[src/rtl/shift_pkg.sv]
// -----------------------------------------------------------------------------
// shift_pkg
// Shared definitions for the iterative shift unit: the op-code encodings and
// the controller state type.
// Optional feature macro: SHIFT_SRL_EN (op 2'b10 becomes a logical right shift).
// -----------------------------------------------------------------------------
package shift_pkg;

  localparam logic [1:0] OP_SLL = 2'b00;
  localparam logic [1:0] OP_SRA = 2'b01;
  localparam logic [1:0] OP_SRL = 2'b10;

  typedef enum logic [1:0] {
    IDLE  = 2'b00,
    SHIFT = 2'b01,
    DONE  = 2'b10
  } shift_state_t;

endpackage

[src/rtl/shift_stage.sv]
// -----------------------------------------------------------------------------
// shift_stage
// One power-of-two stage of the iterative shifter. Purely combinational.
// When enabled, the accumulator is shifted by 2^k according to the op code.
// When disabled, or when the op is reserved, the accumulator passes through.
// Optional feature macro: SHIFT_SRL_EN adds the zero-fill right-shift leg.
//
// Ports:
//   i_acc  [DATA_W-1:0]  current accumulator value
//   i_k    [KW-1:0]      stage index; the shift distance is 2^i_k
//   i_op   [1:0]         OP_SLL / OP_SRA / OP_SRL (macro only) / reserved
//   i_en                 shift-amount bit for this stage
//   o_acc  [DATA_W-1:0]  accumulator after this stage
// -----------------------------------------------------------------------------
module shift_stage
  import shift_pkg::*;
#(
  parameter int DATA_W = 32,
  localparam int SHAMT_W = $clog2(DATA_W),
  localparam int KW = $clog2(SHAMT_W)
) (
  input  logic [DATA_W-1:0] i_acc,
  input  logic [KW-1:0]     i_k,
  input  logic [1:0]        i_op,
  input  logic              i_en,
  output logic [DATA_W-1:0] o_acc
);

  logic [DATA_W-1:0] w_dist;

  // Shift the accumulator by 2^k; SRA re-samples the MSB on every stage.
  always_comb begin
    w_dist = {{(DATA_W-1){1'b0}}, 1'b1} << i_k;
    o_acc  = i_acc;
    if (i_en) begin
      case (i_op)
        OP_SLL:  o_acc = i_acc << w_dist;
        OP_SRA:  o_acc = $signed(i_acc) >>> w_dist;
`ifdef SHIFT_SRL_EN
        OP_SRL:  o_acc = i_acc >> w_dist;
`endif
        default: o_acc = i_acc;
      endcase
    end else begin
      o_acc = i_acc;
    end
  end

endmodule

[src/rtl/shift_iter.sv]
// -----------------------------------------------------------------------------
// shift_iter
// Iterative DATA_W-bit shift unit. A request is captured in IDLE, then one
// power-of-two stage (2^(SHAMT_W-1) down to 1) is applied per clock, so every
// operation spends exactly SHAMT_W cycles in SHIFT regardless of the shift
// amount. The result is presented in DONE until the consumer takes it.
// Optional feature macro: SHIFT_SRL_EN (op 2'b10 performs a logical right
// shift; otherwise it passes the operand through like the reserved op).
//
// Ports:
//   clock          rising-edge clock
//   resetn         asynchronous active-low reset; aborts any operation
//   in_valid       request present
//   in_ready       unit can accept a request (registered, high only in IDLE)
//   data_operandA  operand to shift
//   ctrl_shiftamt  shift distance, 0..DATA_W-1
//   ctrl_op        2'b00 SLL, 2'b01 SRA, 2'b10 SRL (macro only), 2'b11 reserved
//   out_valid      result valid (registered, high only in DONE)
//   out_ready      consumer takes the result
//   data_result    shifted result, stable while out_valid is high
// -----------------------------------------------------------------------------
module shift_iter
  import shift_pkg::*;
#(
  parameter int DATA_W = 32,
  localparam int SHAMT_W = $clog2(DATA_W),
  localparam int KW = $clog2(SHAMT_W)
) (
  input  logic               clock,
  input  logic               resetn,
  input  logic               in_valid,
  output logic               in_ready,
  input  logic [DATA_W-1:0]  data_operandA,
  input  logic [SHAMT_W-1:0] ctrl_shiftamt,
  input  logic [1:0]         ctrl_op,
  output logic               out_valid,
  input  logic               out_ready,
  output logic [DATA_W-1:0]  data_result
);

  localparam logic [KW-1:0] K_LAST  = KW'(SHAMT_W - 1);
  localparam logic [KW-1:0] K_FIRST = KW'(0);

  shift_state_t       r_state;
  shift_state_t       w_state_next;
  logic [DATA_W-1:0]  r_acc;
  logic [SHAMT_W-1:0] r_shamt;
  logic [1:0]         r_op;
  logic [KW-1:0]      r_k;
  logic               r_in_ready;
  logic               r_out_valid;
  logic [DATA_W-1:0]  r_result;
  logic               w_accept;
  logic               w_stage_en;
  logic [DATA_W-1:0]  w_stage_out;

  assign w_accept    = in_valid && r_in_ready;
  assign w_stage_en  = r_shamt[r_k];
  assign in_ready    = r_in_ready;
  assign out_valid   = r_out_valid;
  assign data_result = r_result;

  // Single shared stage, stepped through k = SHAMT_W-1 .. 0.
  shift_stage #(.DATA_W(DATA_W)) u_stage (
    .i_acc (r_acc),
    .i_k   (r_k),
    .i_op  (r_op),
    .i_en  (w_stage_en),
    .o_acc (w_stage_out)
  );

  // Next-state logic for the IDLE -> SHIFT -> DONE controller.
  always_comb begin
    w_state_next = r_state;
    case (r_state)
      IDLE: begin
        if (w_accept) begin
          w_state_next = SHIFT;
        end else begin
          w_state_next = IDLE;
        end
      end
      SHIFT: begin
        if (r_k == K_FIRST) begin
          w_state_next = DONE;
        end else begin
          w_state_next = SHIFT;
        end
      end
      DONE: begin
        if (out_ready) begin
          w_state_next = IDLE;
        end else begin
          w_state_next = DONE;
        end
      end
      default: w_state_next = IDLE;
    endcase
  end

  // State, datapath and registered handshake outputs.
  always_ff @(posedge clock or negedge resetn) begin
    if (!resetn) begin
      r_state     <= IDLE;
      r_acc       <= '0;
      r_shamt     <= '0;
      r_op        <= OP_SLL;
      r_k         <= K_LAST;
      r_in_ready  <= 1'b1;
      r_out_valid <= 1'b0;
      r_result    <= '0;
    end else begin
      r_state     <= w_state_next;
      // Handshake flags follow the next state so they line up with it.
      r_in_ready  <= (w_state_next == IDLE);
      r_out_valid <= (w_state_next == DONE);
      case (r_state)
        IDLE: begin
          if (w_accept) begin
            r_acc   <= data_operandA;
            r_shamt <= ctrl_shiftamt;
            r_op    <= ctrl_op;
            r_k     <= K_LAST;
          end
        end
        SHIFT: begin
          r_acc <= w_stage_out;
          if (r_k == K_FIRST) begin
            // Result register only ever sees the completed value.
            r_result <= w_stage_out;
            r_k      <= K_LAST;
          end else begin
            r_k <= r_k - KW'(1);
          end
        end
        DONE: begin
          r_acc <= r_acc;
        end
        default: begin
          r_k <= K_LAST;
        end
      endcase
    end
  end

endmodule
[config.mk]
export PLATFORM = sky130hd
export DESIGN_NAME = shift_iter
export DESIGN_NICKNAME = d
export VERILOG_FILES = /design/src/rtl/shift_pkg.sv /design/src/rtl/shift_stage.sv /design/src/rtl/shift_iter.sv
export SDC_FILE = /design/constraint.sdc
export NUM_CORES = 1
export LEC_CHECK = 0
export CAP_MARGIN = 20
export CORE_ASPECT_RATIO = 0.9
export CORE_MARGIN = 2
export CORE_UTILIZATION = 45
export CTS_CLUSTER_DIAMETER = 100
export DETAILED_ROUTE_END_ITERATION = 8
export PLACE_DENSITY = 0.63
export RECOVER_POWER = 100
export SETUP_SLACK_MARGIN = 0.02
export SYNTH_ARGS = -nofsm -noshare
export SYNTH_HDL_FRONTEND = slang
export SYNTH_HIERARCHICAL = 1
export SYNTH_SLANG_ARGS = --single-unit
[constraint.sdc]
create_clock -name clock -period 2.9 [get_ports clock]
set_input_delay 0.435 -clock clock [delete_from_list [all_inputs] [get_ports clock]]
set_output_delay 0.435 -clock clock [all_outputs]
set_load 0.05 [all_outputs]
==> results.md, run 1 <==
- The most numerous cell in the Yosys netlist is sky130_fd_sc_hd__a21oi_1.
- The number of clock buffers added by TritonCTS is 9.
- In this run the remaining antenna-violating nets after routing total 0.
- The via count of the first global-routing pass is 7,067.
- The CTS sink count is 78.
- The leading area contributor after synthesis is sky130_fd_sc_hd__dfrtp_1.
- Summing every instance area after synthesis gives 6750 sq um.
- Of the total synthesized cell area, the portion taken by XOR and XNOR cells is 0%.
- Among all flip-flop cells after synthesis, the most frequent one is sky130_fd_sc_hd__dfrtp_1.
- The area growth from synthesis to layout is 15.1%.
- The cell count of the worst reg-to-reg path is 8.
- The core region is 14,700 sq um.
- The run finished, with violations left.
- The largest family of logic cells by synthesized area is compound AO/OA/AOI/OAI gates.
- STA classifies the critical path endpoint as a flop.
- The clock latency on the worst-skew pair is 0.35 ns.
- Counting flops and latches in the post-synthesis netlist gives 78.
- At the worst endpoint, the required time is 3.13 ns.
- The startpoint identified for the worst hold timing path is data_result[30].
- Counting distinct cell types in the post-synthesis netlist gives 69.
- Setup repair after global routing left no endpoint under its margin.
- The layout filler cell count is 1,463.
- After the last flow step, the layout net total stands at 910.
- The first routing iteration left 1,068 violations.
- Along the worst hold path, the cell count comes to 1.
- Between clock sinks in the finished design, the worst skew comes to 0.00907 ns.
- The summed negative setup slack over all endpoints is 0 ns.
- The number of synthesized flops with an enable pin is 0.
- The shortest period the worst path allows is 2.75 ns.
- The startpoint of the worst register-to-register path is r_k[1].
- After global routing the overflow that remains totals 0.
- The pin count of the biggest net entering global routing is 82.
- Before antenna repair, the detailed router went through 6 iterations.
- The clock slew at the register clock pins of the worst setup and hold paths is 0.07 ns.
- The detailed placer's ending HPWL is 19,500 microns.
- The number of hold-repair buffers added at the cts stage is 0.
- Tracing the worst setup path back leads to its startpoint at r_k[1].
- The path category of the worst min-delay check is reg2reg.
- The initial antenna violation count is 1.
- The synthesized netlist cell count is 840.
- The worst pin sits at a relative slew slack of -34.3%.
- The critical path class is reg2reg.
- In this run the vertical extent of the chip is 120 microns.
- The cell at the root of the clock tree is sky130_fd_sc_hd__clkbuf_16.
- The final number of setup-violating endpoints is 0.
- The number of nets produced by synthesis is 883.
- The post-synthesis simple-gate area fraction is 18.2%.
- The final reports fail on max-capacitance violations, max-slew violations.
- Of all flip-flops after synthesis, the portion carrying an async set or reset was 100%.
- The worst setup path is launched from a flop.
- The die covers 16,000 sq um.
- The initial utilization of the core area, before any placement, comes to 45.9%.
- The actual slew at the worst max-slew pin is 2.01 ns.
- In the synthesized netlist, the cells that appear most often are sky130_fd_sc_hd__a21oi_1 (112), sky130_fd_sc_hd__nand2_1 (87), sky130_fd_sc_hd__nor2_1 (84).
- Yosys printed 6 warnings.
- The per-instance average area after synthesis is 8.04 sq um.
- The aggregate routed wire length is 28,500 microns.
- Summing the areas of all compound-gate instances in the mapped netlist gives 30.0% of the synthesized area.
- The average routed wire per standard cell is 26.7 microns.
- The initialized floorplan defines 42 standard-cell rows.
- The hold violation count in the final report came to 0.
- The first global-routing pass estimated 43,700 microns of wire.
- The final-report max-slew violation count is 106.
- The TritonCTS clock tree is done.
- The multiplexer area fraction after synthesis is 14.4%.
- Ranked by total cell area, the synthesized netlist is headed by sky130_fd_sc_hd__dfrtp_1 (28%), sky130_fd_sc_hd__a21oi_1 (8.3%), sky130_fd_sc_hd__mux2_4 (6.2%).
- The vias per cell is 6.80.
- After detailed routing, the number of remaining DRC violations is 0.
- Dividing the final minimum period by the clock period gives 94.7%.
- The clock passes through at most 2 buffers.
- In this run the horizontal extent of the chip is 133 microns.
- The H-tree was split into 3 levels.
- The top-level port count is 77.
- The area share of fa/ha/maj cells after synthesis is 0%.
- Routability-driven placement finished with a final weighted congestion of 1.04.
- Of the post-synthesis cell area, the dominant cell type holds 28.2%.
- The largest fanout of any net on the critical path is 27.
- The fraction of the yosys area taken by sequential cells is 28.9%.
- Summing over every cut layer, the via total after detailed routing is 7,278.
- The count of maximum capacitance violations is 3.
- The fmax is 364 MHz.
- At the worst endpoint, the arrival time is 2.98 ns.
- The number of antenna diodes in the final layout is 0.
- Of the cells placed in the final design, the portion with a size suffix greater than 1 is 11.4%.
- The count of buffers added on input and output ports is 76.
- For this run, the total global-route usage over all layers was measured as 35.7%.
==> cells in the final DEF (no fill, tap or decap), types with 4 or more instances in the layout <==
cell type,instances
sky130_fd_sc_hd__clkbuf_16,9
sky130_fd_sc_hd__a31oi_1,8
sky130_fd_sc_hd__o31ai_1,8
sky130_fd_sc_hd__o32ai_1,4
sky130_fd_sc_hd__dlygate4sd3_1,35
sky130_fd_sc_hd__o22ai_1,16
sky130_fd_sc_hd__a22oi_1,13
sky130_fd_sc_hd__nor2b_1,16
sky130_fd_sc_hd__mux2i_1,19
sky130_fd_sc_hd__a221o_1,5
sky130_fd_sc_hd__mux2_1,23
sky130_fd_sc_hd__mux4_2,7
sky130_fd_sc_hd__a221oi_1,7
sky130_fd_sc_hd__mux2_4,6
sky130_fd_sc_hd__nor3_1,13
sky130_fd_sc_hd__mux2_2,17
sky130_fd_sc_hd__buf_4,31
sky130_fd_sc_hd__a32oi_1,4
sky130_fd_sc_hd__or2_2,5
sky130_fd_sc_hd__nor2_1,85
sky130_fd_sc_hd__a211oi_1,18
sky130_fd_sc_hd__o21ai_0,57
sky130_fd_sc_hd__o211ai_1,10
sky130_fd_sc_hd__clkbuf_1,4
sky130_fd_sc_hd__a21oi_1,112
sky130_fd_sc_hd__dfrtp_1,75
sky130_fd_sc_hd__buf_12,5
sky130_fd_sc_hd__nand3b_1,5
sky130_fd_sc_hd__inv_6,5
sky130_fd_sc_hd__inv_1,7
sky130_fd_sc_hd__clkdlybuf4s50_1,40
sky130_fd_sc_hd__nand3_1,12
sky130_fd_sc_hd__o221ai_1,22
sky130_fd_sc_hd__nand2_1,87
sky130_fd_sc_hd__a21o_1,4
sky130_fd_sc_hd__nand2b_1,18
==> flip-flops by register name (all words and copies together), names as in the netlist <==
signal and count:
r_k 3, in_ready 1, out_valid 1, r_state 2, data_result 32, r_op 2
r_shamt 5, r_acc 32
==> per-layer routing <==
layer	track usage [%]	wire length (microns)	vias to the layer above
li1	-	-	3128
met1	50.9	12000	3502
met2	50.8	11900	539
met3	10.1	3410	109
met4	14.6	1140	0
met5	0	0	-
==> layout make-up <==
class,count,area [sq um],share of cell area [%]
well taps,198,248,3.19
flip-flops and latches,78,1960,25.2
repair buffers,118,1120,14.4
inverters,8,30.0,0.386
clock inverters,7,60.1,0.773
clock buffers,9,225,2.90
multi-input cells,652,4130,53.2
==> worst max-delay path, stage by stage, from the launching register on <==
cell,delay (ns)
sky130_fd_sc_hd__dfrtp_1,0.47
sky130_fd_sc_hd__buf_2,0.48
sky130_fd_sc_hd__nand2b_1,0.35
sky130_fd_sc_hd__buf_4,0.28
sky130_fd_sc_hd__a211oi_1,0.23
sky130_fd_sc_hd__o31ai_1,0.15
sky130_fd_sc_hd__a22oi_1,0.19
sky130_fd_sc_hd__nand2_1,0.16
sky130_fd_sc_hd__mux2_4,0.31
==> what timing repair did <==
action | in CTS | in global routing
setup buffers | 0 | 0
resized for setup | 0 | 1
endpoints found under the setup margin | 0 | 3
==> path summary, 6_finish.rpt <==
path	to	slack [ns]
worst min register to register	data_result[30]	0.48
max in group asynchronous	r_k[0]	0.84
worst max register to register	data_result[5]	0.15
worst min-delay path	data_result[30]	0.48
worst max-delay path	data_result[5]	0.15
min in group asynchronous	r_state[1]	0.64
==> logic make-up (layout without fill, tap and decap cells) <==
| logic type | after synthesis | after routing |
|---|---|---|
| buffers and inverters | 110 | 142 |
| multiplexers | 72 | 72 |
| flip-flops | 78 | 78 |
| AO/OA/AOI/OAI | 316 | 316 |
| AND/OR/NAND/NOR | 264 | 264 |
==> metrics by stage <==
stage	worst slack, ns	hold WS, ns	instances	util, %	cell area (sq um)
6_report	0.153	0.485	1070	52.8	7770
5_1_grt	0.0917	0.508	1070	52.8	7770
4_1_cts	0.306	0.0455	1070	53.6	7890
3_5_place_dp	0.331	0.430	1054	51.7	7600
3_3_place_gp	0.331	0.405	1054	51.7	7600
2_1_floorplan	0.503	0.139	840	-	6750
Power of run 1 is not shown: default switching activity piles up to over one toggle a cycle in this logic, so the estimate is an artifact.
==> run 2, diff against run 1 <==
TNS_END_PERCENT = 5   (was default)
==> results of run 2 <==
The final DEF is identical to that of run 1; final timing and power are the same.
Power of run 2 is left out for the same reason.
